[config.mk]
export PLATFORM = sky130hd
export DESIGN_NAME = ymn_sr_array_tap
export DESIGN_NICKNAME = d
export VERILOG_FILES = /design/src/rtl/ymn_lib_pkg.sv /design/src/rtl/ymn_sr_stage.sv /design/src/rtl/ymn_sr_array_tap.sv
export SDC_FILE = /design/constraint.sdc
export NUM_CORES = 1
export LEC_CHECK = 0
export BUFFER_PORTS_ARGS = -buffer_cell sky130_fd_sc_hd__buf_2
export CORE_AREA = 5 5 194 196
export DETAILED_ROUTE_END_ITERATION = 8
export DIE_AREA = 0 0 199 201
export MAX_ROUTING_LAYER = met4
export PLACE_DENSITY = 0.6
export RECOVER_POWER = 50
export SYNTH_ARGS = -nofsm -noshare
export SYNTH_HDL_FRONTEND = slang
export SYNTH_SLANG_ARGS = --single-unit
[constraint.sdc]
create_clock -name MCLK -period 4.7 [get_ports MCLK]
set_input_delay 0.94 -clock MCLK [delete_from_list [all_inputs] [get_ports MCLK]]
set_output_delay 0.94 -clock MCLK [all_outputs]
set_load 0.01 [all_outputs]
[src/rtl/ymn_lib_pkg.sv]
// rtl/ymn_lib_pkg.sv - shared constants and helper functions for the ymn shift-register blocks
//
// Purpose : default geometry for the two-phase shift-register array and a
//           constant-evaluable clog2 used to size tap selects and slot counters.
// Ports   : none (package).
package ymn_lib_pkg;

  localparam int SR_LENGTH_DEF  = 18;
  localparam int DATA_WIDTH_DEF = 10;

  // Smallest r with 2**r >= n.  Callers only pass n >= 2, so the result is
  // always at least 1 and can be used directly as a vector width.
  function automatic int clog2(input int n);
    int r;
    r = 0;
    while ((1 << r) < n) begin
      r = r + 1;
    end
    return r;
  endfunction

endpackage

[src/rtl/ymn_sr_stage.sv]
// rtl/ymn_sr_stage.sv - one master/slave stage of the two-phase shift register
//
// Purpose : holds one master word and one slave word.  The master captures d
//           on c1 edges, the slave captures the master on c2 edges.
// Ports   : MCLK    - rising-edge system clock
//           IC      - asynchronous active-low clear of both words
//           c1      - master-phase enable
//           c2      - slave-phase enable
//           d       - master input (previous slave, or the array input)
//           s       - slave word, the only externally visible state
module ymn_sr_stage
  import ymn_lib_pkg::*;
#(
  parameter int DATA_WIDTH = DATA_WIDTH_DEF
) (
  input  logic                  MCLK,
  input  logic                  IC,
  input  logic                  c1,
  input  logic                  c2,
  input  logic [DATA_WIDTH-1:0] d,
  output logic [DATA_WIDTH-1:0] s
);

  logic [DATA_WIDTH-1:0] m;

  // Both words sit in the same clocked block: when c1 and c2 are high in
  // the same cycle each side takes the other's pre-edge value, so data can
  // never fall through a stage in a single edge.
  always_ff @(posedge MCLK or negedge IC) begin
    if (!IC) begin
      m <= '0;
      s <= '0;
    end else begin
      if (c1) begin
        m <= d;
      end
      if (c2) begin
        s <= m;
      end
    end
  end

endmodule

[src/rtl/ymn_sr_array_tap.sv]
// rtl/ymn_sr_array_tap.sv - two-phase shift-register array with tap mux and slot counter
//
// Purpose : SR_LENGTH master/slave stages of DATA_WIDTH bits, advanced one
//           stage per c1-then-c2 pair.  A slot counter tracks which slot is
//           on val, and a tap mux exposes any slave stage.
// Ports   : MCLK    - rising-edge system clock
//           IC      - asynchronous active-low reset
//           c1      - master-phase enable
//           c2      - slave-phase enable
//           inp     - data into stage 0
//           clr     - shift zero into stage 0 on this c1 instead of inp
//           resync  - force slot to 0 on the next c2
//           tap_sel - slave stage index routed to tap_val
//           val     - last slave stage (shift-register output)
//           nval    - bitwise inverse of val
//           tap_val - slave stage tap_sel, or 0 when tap_sel is out of range
//           slot    - slot index currently presented on val
//           sync    - high while slot is the last slot
module ymn_sr_array_tap
  import ymn_lib_pkg::*;
#(
  parameter  int SR_LENGTH  = SR_LENGTH_DEF,
  parameter  int DATA_WIDTH = DATA_WIDTH_DEF,
  localparam int TAP_W      = clog2(SR_LENGTH)
) (
  input  logic                  MCLK,
  input  logic                  IC,
  input  logic                  c1,
  input  logic                  c2,
  input  logic [DATA_WIDTH-1:0] inp,
  input  logic                  clr,
  input  logic                  resync,
  input  logic [TAP_W-1:0]      tap_sel,
  output logic [DATA_WIDTH-1:0] val,
  output logic [DATA_WIDTH-1:0] nval,
  output logic [DATA_WIDTH-1:0] tap_val,
  output logic [TAP_W-1:0]      slot,
  output logic                  sync
);

  localparam logic [TAP_W-1:0] LAST_SLOT = TAP_W'(SR_LENGTH - 1);

  logic [DATA_WIDTH-1:0] d_arr [SR_LENGTH];
  logic [DATA_WIDTH-1:0] s_arr [SR_LENGTH];
  logic [TAP_W-1:0]      slot_nxt;

  // Stage 0 is fed from inp (or zero on clr); every later stage is fed from
  // the slave of the stage before it.
  assign d_arr[0] = clr ? '0 : inp;

  genvar k;
  generate
    for (k = 1; k < SR_LENGTH; k++) begin : g_link
      assign d_arr[k] = s_arr[k-1];
    end

    for (k = 0; k < SR_LENGTH; k++) begin : g_stage
      ymn_sr_stage #(
        .DATA_WIDTH (DATA_WIDTH)
      ) u_stage (
        .MCLK (MCLK),
        .IC   (IC),
        .c1   (c1),
        .c2   (c2),
        .d    (d_arr[k]),
        .s    (s_arr[k])
      );
    end
  endgenerate

  assign val  = s_arr[SR_LENGTH-1];
  assign nval = ~s_arr[SR_LENGTH-1];

  // Tap mux.  Selects at or beyond SR_LENGTH match no stage and read zero.
  always_comb begin
    tap_val = '0;
    for (int i = 0; i < SR_LENGTH; i++) begin
      if (tap_sel == TAP_W'(i)) begin
        tap_val = s_arr[i];
      end
    end
  end

  // Slot counter moves with the slave phase; resync wins over the wrap/increment.
  always_comb begin
    slot_nxt = slot;
    if (c2) begin
      if (resync || (slot == LAST_SLOT)) begin
        slot_nxt = '0;
      end else begin
        slot_nxt = slot + TAP_W'(1);
      end
    end
  end

  // sync is registered from the next slot value so it is a pure flop output
  // that changes on the same edge as slot.
  always_ff @(posedge MCLK or negedge IC) begin
    if (!IC) begin
      slot <= '0;
      sync <= 1'b0;
    end else begin
      slot <= slot_nxt;
      sync <= (slot_nxt == LAST_SLOT);
    end
  end

endmodule
# Yosys cells after proc, flatten, opt, wreduce, memory -nomap -nowiden
# Index checks and enable logic that the tools add are counted.
[classes]
n_addsub = 1
n_eq_ne = 19
muxes = 21
bitwise_logic = 1
n_reduce_logical = 2
[op_table]
columns = ["op", "count"]
rows = [
  ["two-way mux 10 bit", 19],
  ["equality test 5 x 4 -> 1 bit, second input constant", 8],
  ["equality test 5 x 3 -> 1 bit, second input constant", 4],
  ["equality test 5 bit, second input constant", 4],
  ["equality test 5 x 2 -> 1 bit, second input constant", 2],
  ["two-way mux 5 bit", 2],
  ["inverter 10 bit", 1],
  ["adder 5 x 1 -> 5 bit, second input constant", 1],
  ["equality test 5 x 1 -> 1 bit, second input constant", 1],
  ["logical NOT 5 bit", 1],
  ["logical OR 1 bit", 1],
]
[word_totals]
ff_bits = 366
inputBits = 21
output_inout_bits = 36
elab_cells = 82

# Longest topological paths before layout
# Gate-level depths: netlist (run 1).
[logic_depth]
depth_word = 19
ltp_mapped = 9
ltp_nobuf = 7

# By module
# A second synthesis (run 1) with hierarchy kept.
[hier_totals]
hier_cells = 1134
hier_area_um2 = 17508.0
[by_module_without_submodules]
columns = ["module", "n_inst", "cells_each", "area_each_um2", "seq_area_each_um2"]
rows = [
  ["ymn_sr_stage", 18, 42, 823.3, 500.5],
  ["ymn_sr_array_tap", 1, 378, 2688.8, 150.1],
]

# Worst setup path after synthesis (run 1)
# No wires, ideal clock.
[synth_path]
path_kind = "input port to output port"
start = "in tap_sel[1]"
end = "out tap_val[7]"
arrival_ns = 2.201
t_required_ns = 3.760
slack_ns = 1.559
stages = 7
n_path_buf = 1
cell_sequence = "buf_4 -> or3b_1 -> a21boi_0 -> o32a_1 -> o21ai_1 -> a22oi_1 -> o2bb2ai_1"
[synth_via]
elab_chain_cells = 19
word_cells_on_any_way = 36
classes_between = "eq/ne (17); mux (18); reduce/logical (1)"
[synth_lines]
columns = ["element", "line_no", "rtl"]
rows = [
  ["from (decl)", "ymn_sr_array_tap.sv:33", "input logic [TAP_W-1:0] tap_sel,"],
  ["logical NOT 5 bit", "ymn_sr_array_tap.sv:78", "if (tap_sel == TAP_W'(i)) begin"],
  ["two-way mux 10 bit (17 in series)", "ymn_sr_array_tap.sv:78", ""],
  ["two-way mux 10 bit *", "ymn_sr_array_tap.sv:78", ""],
  ["to (decl)", "ymn_sr_array_tap.sv:36", "output logic [DATA_WIDTH-1:0] tap_val,"],
]
# Every way passes the cells marked *; elsewhere a longest branch is shown, timed or not.

# Worst setup path in the final report (run 1)
[layout_path]
start = "in tap_sel[0]"
end = "out tap_val[8]"
# The elaborated chain is that of the path after synthesis.

==> flow_metrics.tcl, run 1 <==
set metrics [dict create \
    outcome "complete, but fails checks" \
    violations "capacitance limit, slew limit" \
    ys_types 75 \
    crit_slowest_cell "a2111oi_0" \
    synth_ff_type "dfrtp_1" \
    max_stage_delay_ns 0.82 \
    vias_per_cell 5.59 \
    setup_viol 0 \
    fp.dieW_um 199 \
    critPathCaptureType "output port" \
    cap_violations 3 \
    intPower_mw 7.16 \
    hold_viol 0 \
    grt_max_degree 123 \
    rsz0062_at_grt "false" \
    wl_um 37500 \
    hp-class "reg2reg" \
    fin_nets 1252 \
    postCtsSetupRepairBufs 0 \
    crit_chain "buf_4 > buf_4 > mux2i_1 > a2111oi_0 > a31oi_1 > and3_1 > o21ai_1 > buf_2" \
    arrival_ns 3.42 \
    yosys_warnings 0 \
    drt_iter0_markers 642 \
    crit_fanout 43 \
    crit_path_start_kind "input pin" \
    p_sw_frac 0.270 \
    cts_root_buf "clkbuf_16" \
    cp_common_cell "buf_4" \
    clockBufferDepth 3 \
    io_pins 57 \
    finClkSkew_ns 0.0186 \
    ys_ff_latch 366 \
    htree_levels 2 \
    core_sq_mm 0.0359 \
    p_leak_nw 8.41 \
    synth_compound_area_frac 0.0725 \
    place.gp.congestion 0.966 \
    clkTransAtPathRegs_ns 0.06 \
    gr-total-overflow 0 \
    cts_tree "built" \
    synth_top_family_by_area "multiplexers" \
    clockPowerShare 0.347 \
    ys_async_sr_fraction 1.00 \
    dpl.hpwl_um 25400 \
    cts_inserted_buffers 41 \
    dieArea_sq_mm 0.0400 \
    p_seq_frac 0.499 \
    syn_inst 1180 \
    comb_power_share 0.154 \
    path_delay_family "compound AO/OA/AOI/OAI gates" \
    grt_use_total 0.195 \
    avgSynthCellArea_sq_um 13.4 \
    r2r_slack_ns 2.93 \
    critPathBufInv 3 \
    slew_headroom -1.08 \
    yosysSeqAreaShare 0.580 \
    io_buffers 56 \
    cts_resized 0 \
    hold_ws_ns 0.480 \
    syn_to_final_growth_pct 13.7 \
    netSwitchingPower_mw 2.65 \
    std_cell_rows 70 \
    syn-cell-area_sq_mm 0.0158 \
    antenna_found_initial 0 \
    grt_pass1_wl_um 59300 \
    syn_nets 1203 \
    drive_gt1_frac 0.409 \
    p_per_area_mw_per_mm2 546 \
    synth-simple-area-share 0.0585 \
    setup_tns_ns 0 \
    cts_hold_buf 0 \
    crit_type "in2out" \
    synthXorXnorAreaFrac 0.000555 \
    tightestPinTransition_ns 3.11 \
    ir_worst_vdd_mv 0.430 \
    vias 9679 \
    clkLatencyLatePin_ns 0.56 \
    slew_viol_final 331 \
    drcViolationCount 0 \
    period_minus_slack_ns 4.36 \
    start_util 0.440 \
    cp.required_ns 3.76 \
    fmax_mhz 230 \
    fp.dieH_um 201 \
    grt_pass1_vias 9894 \
    first_pass_iters 5 \
    wl_per_cell_um 21.6 \
    period_share 0.927 \
    diodes 0 \
    synth_edf_count 0 \
    synthMuxAreaShare 0.256 \
    synthAdderAreaFrac 0.00158 \
    antenna_left 0 \
    cts_sinks 366 \
]
routing by layer:
| layer | vias to the layer above | part of all wire | global-route usage |
|---|---|---|---|
| li1 | 4400 | - | - |
| met1 | 5029 | 0.45 | 0.273 |
| met2 | 192 | 0.48 | 0.293 |
| met3 | 58 | 0.044 | 0.0299 |
| met4 | 0 | 0.027 | 0.0664 |
| met5 | - | 0 | - |
layout make-up:
cell class	count	area (sq um)
clock inverter	22	308
timing repair buffer	79	490
sequential	366	9160
clock buffer	54	1160
inverter	29	109
tap	468	586
fill	3185	17900
multi-input combinational	712	6150
state kept, by name (all words and copies together) (netlist names):
register           count
g_stage.u_stage.m    180
g_stage.u_stage.s    180
slot                   5
sync                   1
final timing paths:
check	endpoint	cells past startpoint	start
setup / recovery	tap_val[8]	8	tap_sel[0]
hold / removal	g_stage[8].u_stage.s[4]	2	g_stage[8].u_stage.m[4]
setup reg to reg	sync	5	slot[0]
hold reg to reg	g_stage[8].u_stage.s[4]	2	g_stage[8].u_stage.m[4]
max in group asynchronous	g_stage[6].u_stage.m[2]	2	IC
min in group asynchronous	g_stage[17].u_stage.m[3]	1	IC
power groups by stage:
| stage | Clock [mW] | Sequential [mW] | Combinational (mW) |
|---|---|---|---|
| floorplan | 0 | 4.59 | 1.21 |
| CTS | 3.49 | 4.92 | 1.53 |
| global placement | 0 | 4.96 | 1.48 |
| detailed placement | 0 | 4.97 | 1.52 |
| global route | 3.62 | 5.01 | 1.68 |
| finish | 3.40 | 4.89 | 1.51 |
synthesized netlist by cell type (all sizes together) (4+ instances only):
cell type	count	area share
a22oi	8	0.0038
nand3	8	0.0025
nor2	38	0.010
nor3	10	0.0038
or2	4	0.0016
o31ai	7	0.0033
nand3b	13	0.0062
inv	29	0.0069
dfrtp	366	0.58
o22ai	17	0.0067
nor3b	5	0.0027
nand2b	9	0.0036
a211oi	5	0.0024
mux2i	17	0.011
nor4	4	0.0016
mux2	342	0.24
a21oi	36	0.012
nand2	49	0.012
or3b	6	0.0035
nor2b	11	0.0050
clkbuf	26	0.0063
a31oi	9	0.0036
o21ai	57	0.018
a32oi	5	0.0028
a22o	4	0.0022
buf	47	0.018
o211ai	5	0.0027
through the flow:
step	power, mW	instances	setup WS, ns	util	area (sq um)
floorplan	5.80	1180	1.56	-	15800
global placement	6.43	1654	0.413	0.460	16500
detailed placement	6.50	1654	0.547	0.460	16500
CTS	9.95	1730	0.522	0.501	18000
global route	10.3	1730	0.149	0.500	18000
finish	9.81	1730	0.344	0.500	18000
worst register-to-register path: stages, from the launching register on:
cell     delay [ns]
dfrtp_1        0.44
ha_1           0.25
a31oi_1        0.36
nand3_1        0.14
a22oi_1        0.33
nor3_1         0.11
cells by family after synthesis:
kind of cell	after synthesis
compound gates	179
simple gates	170
mux	360
buf+inv	102
xor+xnor	1
fa+ha+maj	2
flops	366
cell usage in the layout, fill, tap and decap left out, types with 4 or more instances in the layout:
cell        count
dfrtp_1       366
mux2_2        342
o21ai_0        52
buf_2          52
nand2_1        48
clkbuf_16      41
a21oi_1        35
nor2_1         33
inv_1          29
buf_4          19
mux2i_1        17
o22ai_1        17
nand3b_1       13
nand2b_1        9
nor2b_1         9
a31oi_1         9
clkbuf_8        9
nor3_1          8
a22oi_1         8
nand3_1         8
o31ai_1         7
clkinv_2        6
bufinv_16       6
a211oi_1        5
o21ai_1         5
a32oi_1         5
nor2_2          4
nor4_1          4
a22o_1          4
o211ai_1        4
nor3b_1         4
clkinvlp_4      4
clkbuf_1        4
clkbuf_2        4
Note: power is estimated with default switching activity, not from simulation.
==> run 2, diff against run 1 <==
Settings changed: ABC_AREA from default to 1, CORE_AREA 5 5 194 196 to 5 5 189 191, DIE_AREA 0 0 199 201 to 0 0 194 196, PLACE_DENSITY 0.6 to 0.61.
==> run 2 against run 1 <==
The run still ends with capacitance limit, slew limit left. Non-clock buffer count fell by 3. Synthesized cell count rose by 40%. Sequential share of layout area rose by 2.9 points. Clock skew fell by 0.0074 ns. Total power fell by 20%. Fmax rose by 7.2%. First-iteration DRC count rose by 33%. Largest power group unchanged. Final cell count rose by 25%. Highest routed layer unchanged. Combinational power fell by 41%.
==> flow_metrics.tcl, run 2 <==
set metrics [dict create \
    outcome "complete, but fails checks" \
    violations "capacitance limit, slew limit" \
    critical_path_depth 11 \
    synthXorXnorAreaFrac 0.00175 \
    hold_depth 2 \
    drive_gt1_frac 0.120 \
    cts_sinks 366 \
    critPathCaptureType "output port" \
    setup_viol 0 \
    crit_type "in2out" \
    clockBufferDepth 3 \
    synth-simple-area-share 0.186 \
    cp.required_ns 3.76 \
    fmax_mhz 246 \
    fin_nets 1706 \
    vias_per_cell 5.01 \
    syn_nets 1671 \
    syn_to_final_growth_pct 13.3 \
    clkTransAtPathRegs_ns 0.06 \
    grt_pass1_vias 10600 \
    grt_max_degree 144 \
    ys_ff_latch 366 \
    place.gp.congestion 0.901 \
    wl_per_cell_um 15.4 \
    ys_types 27 \
    fp.dieW_um 194 \
    top_regs "g_stage.u_stage.m x180, g_stage.u_stage.s x180, slot x5" \
    final_common_cell "nand2_1" \
    slew_viol_final 377 \
    clkLatencyLatePin_ns 0.52 \
    p_leak_nw 8.03 \
    htree_levels 2 \
    synth_ff_type "dfrtp_1" \
    r2r_start "slot[1]" \
    first_pass_iters 5 \
    p_per_area_mw_per_mm2 464 \
    diodes 0 \
    fin_total_pwr_mw 7.88 \
    ir_worst_vdd_mv 0.362 \
    worst_r2r_path_depth 7 \
    synth_compound_area_frac 0.0982 \
    drcViolationCount 0 \
    synthAdderAreaFrac 0.00167 \
    synthMuxAreaShare 0.0376 \
    cts_root_buf "clkbuf_16" \
    dieArea_sq_mm 0.0380 \
    layout_common_cells "489 x nand2_1, 366 x dfrtp_1, 226 x o21ai_0" \
    slew_headroom -1.06 \
    hp-class "reg2reg" \
    yosys.area.top_type_share 0.611 \
    core_sq_mm 0.0339 \
    cts_resized 0 \
    antenna_left 0 \
    syn_inst 1648 \
    tightestPinTransition_ns 3.09 \
    wl_um 33400 \
    cts_hold_buf 0 \
    fp.dieH_um 196 \
    dpl.hpwl_um 21400 \
    crit_chain "buf_2 > inv_1 > nand2_1 > nor2_1 > nand2_1 > nand4_1 > nand2_1 > nand4_1 > nor2_1 > nand4_1 > buf_2" \
    synth_top_family_by_area "simple AND/OR/NAND/NOR gates" \
    io_buffers 56 \
    gr-total-overflow 0 \
    yosysSeqAreaShare 0.611 \
    cap_violations 3 \
    io_pins 57 \
    yosys-top-cells-area "dfrtp_1 61%, nand2_1 12%, o21ai_0 7.5%, inv_1 4.1%, mux2_2 3.8%" \
    crit_slowest_cell "nor2_1" \
    hold_viol 0 \
    yosys_warnings 0 \
    ys_async_sr_fraction 1.00 \
    cts_tree "built" \
    setup_tns_ns 0 \
    critPathBufInv 3 \
    avgSynthCellArea_sq_um 9.09 \
    hold_start "g_stage[12].u_stage.m[0]" \
    synth_common_cells "489 x nand2_1, 366 x dfrtp_1, 226 x o21ai_0" \
    period_minus_slack_ns 4.06 \
    fill_cells 3142 \
    synth_largest_area_cell "dfrtp_1" \
    crit_fanout 12 \
    synth_edf_count 0 \
    grt_pass1_wl_um 55700 \
    max_stage_delay_ns 0.81 \
    vias 10800 \
    path_delay_family "simple AND/OR/NAND/NOR gates" \
    start_util 0.441 \
    cts_inserted_buffers 38 \
    period_share 0.864 \
    syn-cell-area_sq_mm 0.0150 \
    crit_path_start_kind "input pin" \
    rsz0062_at_grt "false" \
    drt_iter0_markers 857 \
    post-synth-top-count-cell "nand2_1" \
    finClkSkew_ns 0.0112 \
    postCtsSetupRepairBufs 0 \
    grt_use_total 0.181 \
    startpoint "tap_sel[4]" \
    arrival_ns 3.12 \
    std_cell_rows 68 \
    antenna_found_initial 0 \
]
-- run 2: cell count changes in the layout (fill, tap and decap cells not counted), moves of 13 or more --
cell / before / now
mux2i_1: 17 / 0
nand3b_1: 13 / 0
o21ai_0: 52 / 226
mux2_2: 342 / 50
inv_1: 29 / 163
nand3_1: 8 / 34
a21oi_1: 35 / 65
nor2_1: 33 / 100
nand4_1: 2 / 41
nand2_1: 48 / 489
o22ai_1: 17 / 1
-- run 2: logic make-up after synthesis --
kind of cell,Yosys count
DFF,366
xor gates and xnor gates,3
AOI/OAI and AO/OA,293
muxes,50
buffers and inverters,249
and+or+nand+nor,685
adders and majority gates,2
-- run 2: stage by stage --
stage	worst slack, ns	hold WS, ns	area (sq um)	utilization	cells
floorplan	1.58	0.449	15000	-	1648
global placement	0.760	0.456	15700	0.464	2098
detailed placement	0.706	0.462	15700	0.464	2098
CTS	0.641	0.472	17000	0.502	2165
global route	0.361	0.499	17000	0.500	2165
finish	0.637	0.471	17000	0.500	2165
-- run 2: metal layers --
metal  GRT usage  vias up  share of wire
li1            -     5318              -
met1       0.250     5268           0.46
met2       0.289      202           0.48
met3      0.0280       51          0.046
met4      0.0401        0          0.019
met5           -        -              0
-- run 2: worst paths after layout --
kind	to	slack (ns)
setup / recovery	tap_val[7]	0.64
hold / removal	g_stage[12].u_stage.s[0]	0.47
setup reg to reg	sync	3.12
hold reg to reg	g_stage[12].u_stage.s[0]	0.47
max in group asynchronous	g_stage[13].u_stage.m[8]	1.36
min in group asynchronous	g_stage[10].u_stage.s[8]	1.38
-- run 2: cell type report --
class | count | area, sq um | area share
clock buffers | 53 | 1120 | 0.0659
clock inverters | 14 | 159 | 0.00936
inverters | 168 | 636 | 0.0374
multi-input cells | 1033 | 4870 | 0.287
flip-flops and latches | 366 | 9160 | 0.539
well taps | 455 | 569 | 0.0335
repair buffers | 76 | 474 | 0.0279
-- run 2: worst min-delay path, stage by stage (launching register included) --
cell and delay, ns:
dfrtp_1 0.34, nand2_1 0.05, nand2_1 0.05
-- run 2: where the power goes --
part           switching, mW  internal [mW]
Combinational          0.559          0.326
Sequential             0.292           3.65
Clock                   1.22           1.83
Total                   2.07           5.81
==> run 3, diff against run 2 <==
Settings changed: CAP_MARGIN from default to 40, CORE_AREA 5 5 189 191 to 5 5 165 151, DIE_AREA 0 0 194 196 to 0 0 170 156, PLACE_DENSITY 0.61 to 0.84.
==> run 3 against run 2 <==
Register-to-register slack about the same. Critical path type unchanged. Fmax down 0.45%. Sequential cell count unchanged. Critical endpoint is now tap_val[3]. Sequential share of layout area up 0.90 points. Largest power group unchanged. Cell area down 1.6%. Clock skew up 0.0063 ns. The flow still finishes with violations (capacitance limit, slew limit). Critical path depth up 4.
==> flow_metrics.tcl, run 3 (synthesis results as in run 2) <==
set metrics [dict create \
    outcome "complete, but fails checks" \
    violations "capacitance limit, slew limit" \
    drive_gt1_frac 0.117 \
    cap_violations 2 \
    wl_per_cell_um 17.2 \
    cp.required_ns 3.76 \
    post_dp_cell_area_sq_mm 0.0155 \
    start_util 0.651 \
    cp_common_cell "nand2_1" \
    p_per_area_mw_per_mm2 465 \
    io_pins 57 \
    first_pass_iters 9 \
    hold_depth 2 \
    dpl.hpwl_um 21400 \
    vias_per_cell 5.71 \
    final_common_cell "nand2_1" \
    drt_iter0_markers 1190 \
    p_sw_frac 0.272 \
    clockPowerShare 0.370 \
    crit_chain "buf_2 > nor2_2 > inv_1 > nor2_2 > nand2_1 > nand2_1 > nor3_1 > nand4_1 > nand2_1 > nand4_1 > nand2_1 > nand4_1 > nand2_1 > nand3_1 > buf_2" \
    hp-class "reg2reg" \
    critPathCaptureType "output port" \
    fin_nets 1703 \
    grt_use_total 0.277 \
    cts_inserted_buffers 36 \
    gr-total-overflow 0 \
    cts_resized 0 \
    cts_sinks 366 \
    max_stage_delay_ns 0.58 \
    r2r_end "sync" \
    period_minus_slack_ns 4.08 \
    r2r_start "slot[1]" \
    setup_viol 0 \
    finClkSkew_ns 0.0175 \
    dpl.cell_count 1944 \
    cts_hold_buf 0 \
    crit_path_start_kind "input pin" \
    std_cell_rows 53 \
    clockBufferDepth 3 \
    fill_cells 1609 \
    path_delay_family "simple AND/OR/NAND/NOR gates" \
    fp.dieH_um 156 \
    layout_common_cells "489 x nand2_1, 366 x dfrtp_1, 226 x o21ai_0" \
    antenna_found_initial 2 \
    design_area_sq_mm 0.0167 \
    vias 11500 \
    netSwitchingPower_mw 2.11 \
    hold_viol 0 \
    grt_max_degree 150 \
    r2r_slack_ns 3.13 \
    dieArea_sq_mm 0.0265 \
    antenna_left 0 \
    worst_r2r_path_depth 8 \
    clkLatencyLatePin_ns 0.52 \
    hold_start "g_stage[12].u_stage.m[3]" \
    ir_worst_vdd_mv 0.365 \
    comb_power_share 0.118 \
    wl_um 34500 \
    intPower_mw 5.66 \
    p_seq_frac 0.512 \
    crit_slowest_cell "nor2_2" \
    place_ws_ns 0.717 \
    grt_pass1_vias 11400 \
    crit_fanout 19 \
    top_regs "g_stage.u_stage.m x180, g_stage.u_stage.s x180, slot x5" \
    postCtsSetupRepairBufs 0 \
    tightestPinTransition_ns 3.38 \
    final_cells 2010 \
    grt_pass1_wl_um 57700 \
    drcViolationCount 0 \
    syn_to_final_growth_pct 11.5 \
    slew_viol_final 282 \
    core_sq_mm 0.0230 \
    arrival_ns 3.14 \
    rsz0062_at_grt "false" \
    place.gp.congestion 0.973 \
    p_leak_nw 7.98 \
    setup_tns_ns 0 \
    htree_levels 2 \
    period_share 0.868 \
    clkTransAtPathRegs_ns 0.06 \
    fp.dieW_um 170 \
    hold_end "g_stage[12].u_stage.s[3]" \
    crit_type "in2out" \
    cts_root_buf "clkbuf_16" \
    fmax_mhz 245 \
    cts_tree "built" \
    io_buffers 56 \
    setup_ws_ns 0.619 \
    slew_headroom -1.26 \
    critPathBufInv 3 \
]
## run 3: final cells by class
cell class	count	area (sq um)	share of cell area
multi-input cells	1033	4870	0.291
clock buffers	55	1100	0.0661
inverters	168	632	0.0378
clock inverters	9	81.3	0.00487
diodes	2	5.00	0.000300
flip-flops and latches	366	9160	0.548
repair buffers	75	478	0.0286
well taps	302	378	0.0226
## run 3: power by group through the flow
stage          logic (mW)  registers [mW]  clock network (mW)
3_5_place_dp        0.903            4.01                   0
5_1_grt              1.06            4.03                3.03
6_report            0.917            3.97                2.88
2_1_floorplan       0.596            3.91                   0
4_1_cts             0.924            3.97                2.89
3_3_place_gp        0.849            3.99                   0
## run 3: worst max path at each step
stage	from	endpoint	slack, ns	cells after the start
floorplan	tap_sel[0]	tap_val[7]	1.58	12
global placement	tap_sel[4]	tap_val[8]	0.76	13
detailed placement	tap_sel[3]	tap_val[3]	0.72	15
CTS	tap_sel[3]	tap_val[3]	0.69	15
global route	IC	g_stage[5].u_stage.m[8]	0.28	2
finish	tap_sel[3]	tap_val[3]	0.62	15
## run 3: routing by layer
| layer | wire [um] | track usage | vias to the layer above |
|---|---|---|---|
| met4 | 1030 | 0.0848 | 0 |
| li1 | - | - | 5311 |
| met5 | 0 | - | - |
| met1 | 14300 | 0.389 | 5613 |
| met2 | 16300 | 0.420 | 449 |
| met3 | 2910 | 0.0532 | 99 |
## run 3: worst min-delay path, cell delays in order (launching register included)
cell     delay [ns]
dfrtp_1        0.34
nand2_1        0.05
nand2_1        0.05
## run 3: metrics by stage
stage	power, mW	hold WS [ns]	utilization
6_report	7.77	0.470	0.726
3_3_place_gp	4.84	0.455	0.674
3_5_place_dp	4.91	0.464	0.675
5_1_grt	8.12	0.505	0.726
4_1_cts	7.78	0.468	0.727
2_1_floorplan	4.51	0.449	-
